[src/rtl/uart_rx.sv]
// rtl/uart_rx.sv - oversampling UART receiver (8 data bits, even parity, 1 stop); optional rx synchronizer via UART_RX_SYNC_EN
module uart_rx #(
  parameter int OVERSAMPLE = 16,
  parameter int CNT_W      = $clog2(OVERSAMPLE)
) (
  input  logic       clk_t,
  input  logic       srst,
  input  logic       rx,
  output logic [7:0] data_out,
  output logic       valid,
  output logic       parity_err,
  output logic       frame_err,
  output logic       busy
);

  typedef enum logic [2:0] {
    IDLE,
    START,
    DATA,
    PARITY,
    STOP,
    BREAK
  } state_t;

  // Mid-start-bit and full-bit sample points of the sample counter
  localparam logic [CNT_W-1:0] HALF = CNT_W'(OVERSAMPLE / 2 - 1);
  localparam logic [CNT_W-1:0] FULL = CNT_W'(OVERSAMPLE - 1);

  state_t           state;
  logic [CNT_W-1:0] cnt;
  logic [2:0]       bit_idx;
  logic [7:0]       shreg;
  logic             par_bit;
  logic             rx_s;

`ifdef UART_RX_SYNC_EN
  logic [1:0] sync;

  // Two-flop synchronizer; resets to the idle line level so reset never looks like a start bit
  always_ff @(posedge clk_t) begin
    if (srst) begin
      sync <= 2'b11;
    end else begin
      sync <= {sync[0], rx};
    end
  end

  assign rx_s = sync[1];
`else
  assign rx_s = rx;
`endif

  // Receive FSM: start qualification, mid-bit sampling, and registered result/flag outputs
  always_ff @(posedge clk_t) begin
    if (srst) begin
      state      <= IDLE;
      cnt        <= '0;
      bit_idx    <= '0;
      shreg      <= '0;
      par_bit    <= 1'b0;
      data_out   <= 8'h00;
      valid      <= 1'b0;
      parity_err <= 1'b0;
      frame_err  <= 1'b0;
      busy       <= 1'b0;
    end else begin
      valid <= 1'b0;
      case (state)
        IDLE: begin
          if (!rx_s) begin
            state <= START;
            cnt   <= '0;
            busy  <= 1'b1;
          end
        end

        START: begin
          if (cnt == HALF) begin
            cnt <= '0;
            if (rx_s) begin
              // Glitch shorter than half a bit: not a real start bit
              state <= IDLE;
              busy  <= 1'b0;
            end else begin
              state   <= DATA;
              bit_idx <= '0;
            end
          end else begin
            cnt <= cnt + 1'b1;
          end
        end

        DATA: begin
          if (cnt == FULL) begin
            cnt     <= '0;
            shreg   <= {rx_s, shreg[7:1]};
            bit_idx <= bit_idx + 1'b1;
            if (bit_idx == 3'd7) begin
              state <= PARITY;
            end
          end else begin
            cnt <= cnt + 1'b1;
          end
        end

        PARITY: begin
          if (cnt == FULL) begin
            cnt     <= '0;
            par_bit <= rx_s;
            state   <= STOP;
          end else begin
            cnt <= cnt + 1'b1;
          end
        end

        STOP: begin
          if (cnt == FULL) begin
            cnt        <= '0;
            data_out   <= shreg;
            parity_err <= (^shreg) ^ par_bit;
            frame_err  <= ~rx_s;
            valid      <= 1'b1;
            if (rx_s) begin
              // Leaving at mid-stop leaves half a bit to catch a back-to-back start edge
              state <= IDLE;
              busy  <= 1'b0;
            end else begin
              state <= BREAK;
            end
          end else begin
            cnt <= cnt + 1'b1;
          end
        end

        BREAK: begin
          // A line held low must return high before another start can be seen
          if (rx_s) begin
            state <= IDLE;
            busy  <= 1'b0;
          end
        end

        default: begin
          state <= IDLE;
          cnt   <= '0;
          busy  <= 1'b0;
        end
      endcase
    end
  end

endmodule

[config.mk]
export PLATFORM = sky130hd
export DESIGN_NAME = uart_rx
export DESIGN_NICKNAME = d
export VERILOG_FILES = /design/src/rtl/uart_rx.sv
export SDC_FILE = /design/constraint.sdc
export NUM_CORES = 1
export LEC_CHECK = 0
export CAP_MARGIN = 20
export CORE_ASPECT_RATIO = 1.1
export CORE_MARGIN = 3
export CORE_UTILIZATION = 50
export DETAILED_ROUTE_END_ITERATION = 8
export PLACE_DENSITY = 0.71
export SLEW_MARGIN = 20
export SYNTH_ARGS = -nofsm -noshare
export SYNTH_HDL_FRONTEND = slang
export SYNTH_SLANG_ARGS = --single-unit
export TNS_END_PERCENT = 20
[constraint.sdc]
create_clock -name clk_t -period 2.27 [get_ports clk_t]
set_input_delay 0.454 -clock clk_t [delete_from_list [all_inputs] [get_ports clk_t]]
set_output_delay 0.454 -clock clk_t [all_outputs]
set_load 0.01 [all_outputs]
==> impl_results.md <==
- Hold Crit Endpoint: busy
- Netlist Area Pre-Place: around 0.0015 mm2
- Worst Max-Slew Pin Slew: 0.631 ns
- Die X: 57.9 um
- GRT Residual Overflow: 0
- DP Wirelength: 1880 um
- Total track usage: 17.2%
- Placed Cells: 200
- Worst Setup End Kind: register
- HP Class: register to register
- Crit path DAT: between 2 and 2.5 ns
- Setup TNS: 0 ns
- Sw Ratio: 24.8%
- Filler Cell Count: 268
- Yosys cell types: 36
- Area delta synth->final: 12.0%
- Worst rel slew slack: 57.8%
- Ports: 15
- Peak Freq: 541 MHz
- PwrDens: around 560 mW/mm2
- Clk_skew: 0.00594 ns
- Clock power share: between 30% and 40%
- Initial DRT Pass Iterations: 4
- Hold Crit Depth: 2
- Register-to-register setup slack: 0.42 ns
- Number of diodes: 0
- Worst R2R Path Depth: 5
- Nets: 180
- Post-synthesis sequential area ratio: 41.8%
- Hold-fix buffers, CTS: 0
- PortBufs: 14
- RSZ-0062 raised after global routing: no
- Reg2Reg Launch Point: cnt[0]
- Non-filler cells, final: 208
- Syn avg cell area: 9.16 um2
- Max Cap Viol: 0
- PostCTS Resize Cnt: 0
- Slew Viols, Final: 0
- Post-Synthesis Cells: 162
- Area of the multi-input gates: 779 um2
- Leakage: 0.598 nW
- Largest net degree at the start of global routing: 32
- Die H: between 60 and 70 um
- CTS buffer count: 5
- Switching power: 0.231 mW
- Fin util: 59.3%
- Ys flop type: dfxtp_1
- CP Class: register to register
- Initial Utilization: between 50% and 60%
- Number of global-route vias before repair: roughly 1200
- Synthesized flop and latch total: 31
- CP Launch Type: register
- Hold_sp: busy
- DP Worst Slack: 0.165 ns
- Storage element area: 621 um2
- Die area: around 0.0037 mm2
- Routability congestion estimate: 0.825
- Seq pwr share: 60.5%
- Residual DRC: 0
- Clk Latency, worst-skew pair: about 0.33 ns
- Worst vdd ir: 381 uV
- First-pass GRT wire length: around 5000 um
- Cell-internal power: 0.697 mW
- Via/cell ratio: approximately 5.6
- Hold Worst Slack: 0.496 ns
- EDFF count, synth: 0
- Post-CTS setup buffers: 0
- Htree depth: 2
- Post-DR wirelength/cell: approximately 14 um
- Final Hold Vio Count: 0
- FF-to-FF End: data_out[6]
- YS warnings: 0
- Crit path launch: cnt[0]
- Worst-path maximum fanout: 11
- FP Rows: 20
- Worst Path Required: roughly 2.5 ns
- Final setup margin: 0.421 ns
- # setup viols final: 0
- Power share of the combinational group: 6.5%
- CTS clk-pin slew, worst paths: 0.10 ns
- Core box area: 0.00280 mm2
- DRT iter0 DRCs: 73
- CTS tree: done
- CTS Sinks: 31
- Tcrit/Tclk final: 81.4%
- Asr flop ratio synth: 0%
- Initial antenna violation count: 0
- DR vias: 1171
- Syn Nets: 168
- Routed Antenna Nets: 0
- Final WL: 2870 um
- Max Root-Sink Buffers: 2
- Root Driver: clkbuf_4
- Status: finished clean
- Layout cell share with drive strength beyond 1: under 10%
- Post-layout minimum cycle time: 1.85 ns
==> worst max-delay path, stage by stage (launching register included) <==
cell and delay, ns:
dfxtp_1 0.38, ha_1 0.37, and3_1 0.31, and4_4 0.39, mux2i_1 0.22, nor2_1 0.06
==> cell type report <==
type / instances / area share, %
clock inverters: 1 / 0.301
inverters: 4 / 0.904
clock buffers: 7 / 2.71
flip-flops and latches: 31 / 37.3
multi-input cells: 116 / 46.9
repair buffers: 16 / 9.34
well taps: 33 / 2.48
==> logic make-up after synthesis <==
logic type      share of synthesized area [%]
xor+xnor                                 5.65
compound gates                           11.4
fa+ha+maj                                2.53
mux                                      14.2
buf+inv                                  5.65
flops                                    41.8
simple gates                             18.8
==> placed cells by master (no fill, tap or decap), types with 3 or more instances in the layout <==
master / instances
xnor2_1: 6
ha_1: 3
inv_2: 3
nand2_1: 5
mux2i_1: 21
o21ai_1: 3
nor2b_1: 3
a31oi_1: 3
a21oi_1: 6
nand3_1: 6
nor2_1: 31
a22oi_1: 3
dfxtp_1: 31
clkdlybuf4s50_1: 14
clkbuf_4: 5
and3_1: 3
o21ai_0: 6
==> power groups by stage <==
stage,combinational (mW),sequential [mW],clock (mW)
5_1_grt,0.0673,0.563,0.344
3_5_place_dp,0.0599,0.574,0
4_1_cts,0.0601,0.561,0.314
2_1_floorplan,0.0466,0.568,0
3_3_place_gp,0.0579,0.573,0
6_report,0.0603,0.561,0.306
==> layer usage <==
layer  up-vias  GRT usage, %  part of all wire [%]
met1       555          20.3                    47
met5         -             0                     0
li1        587             -                     -
met2        24          27.3                    48
met4         0          10.4                   1.5
met3         5          4.51                   3.7
==> how the worst max path moves through the flow <==
stage | to | slack (ns) | cells after the start
after floorplan | data_out[3] | 0.69 | 7
after global placement | cnt[3] | 0.28 | 6
after detailed placement | cnt[3] | 0.17 | 6
after CTS | data_out[6] | 0.43 | 5
after global routing | data_out[6] | 0.33 | 5
final | data_out[6] | 0.42 | 5
==> flip-flops by register name, summed over array words and instances, names as in the netlist <==
name        count
cnt             4
state           3
shreg           8
parity_err      1
par_bit         1
bit_idx         3
busy            1
data_out        8
valid           1
frame_err       1
==> through the flow <==
step                power [mW]  area, um2
detailed placement       0.634       1610
global placement         0.631       1610
floorplan                0.615       1480
finish                   0.928       1660
global route             0.975       1660
CTS                      0.935       1660
==> cells in the mapped netlist, drive strengths merged (3+ instances only) <==
library cell	n	area share, %
nor2	31	7.8
ha	3	2.5
clkbuf	3	0.76
nor4	3	1.7
nand3	6	2.0
nor2b	3	1.3
mux2i	21	14
a21oi	7	2.6
buf	8	3.9
o21ai	9	3.0
and3	3	1.3
xnor2	6	3.5
a31oi	3	1.3
inv	4	1.0
a22oi	3	1.5
dfxtp	31	42
nand2	5	1.3
Power figures use the tool's default switching activity.
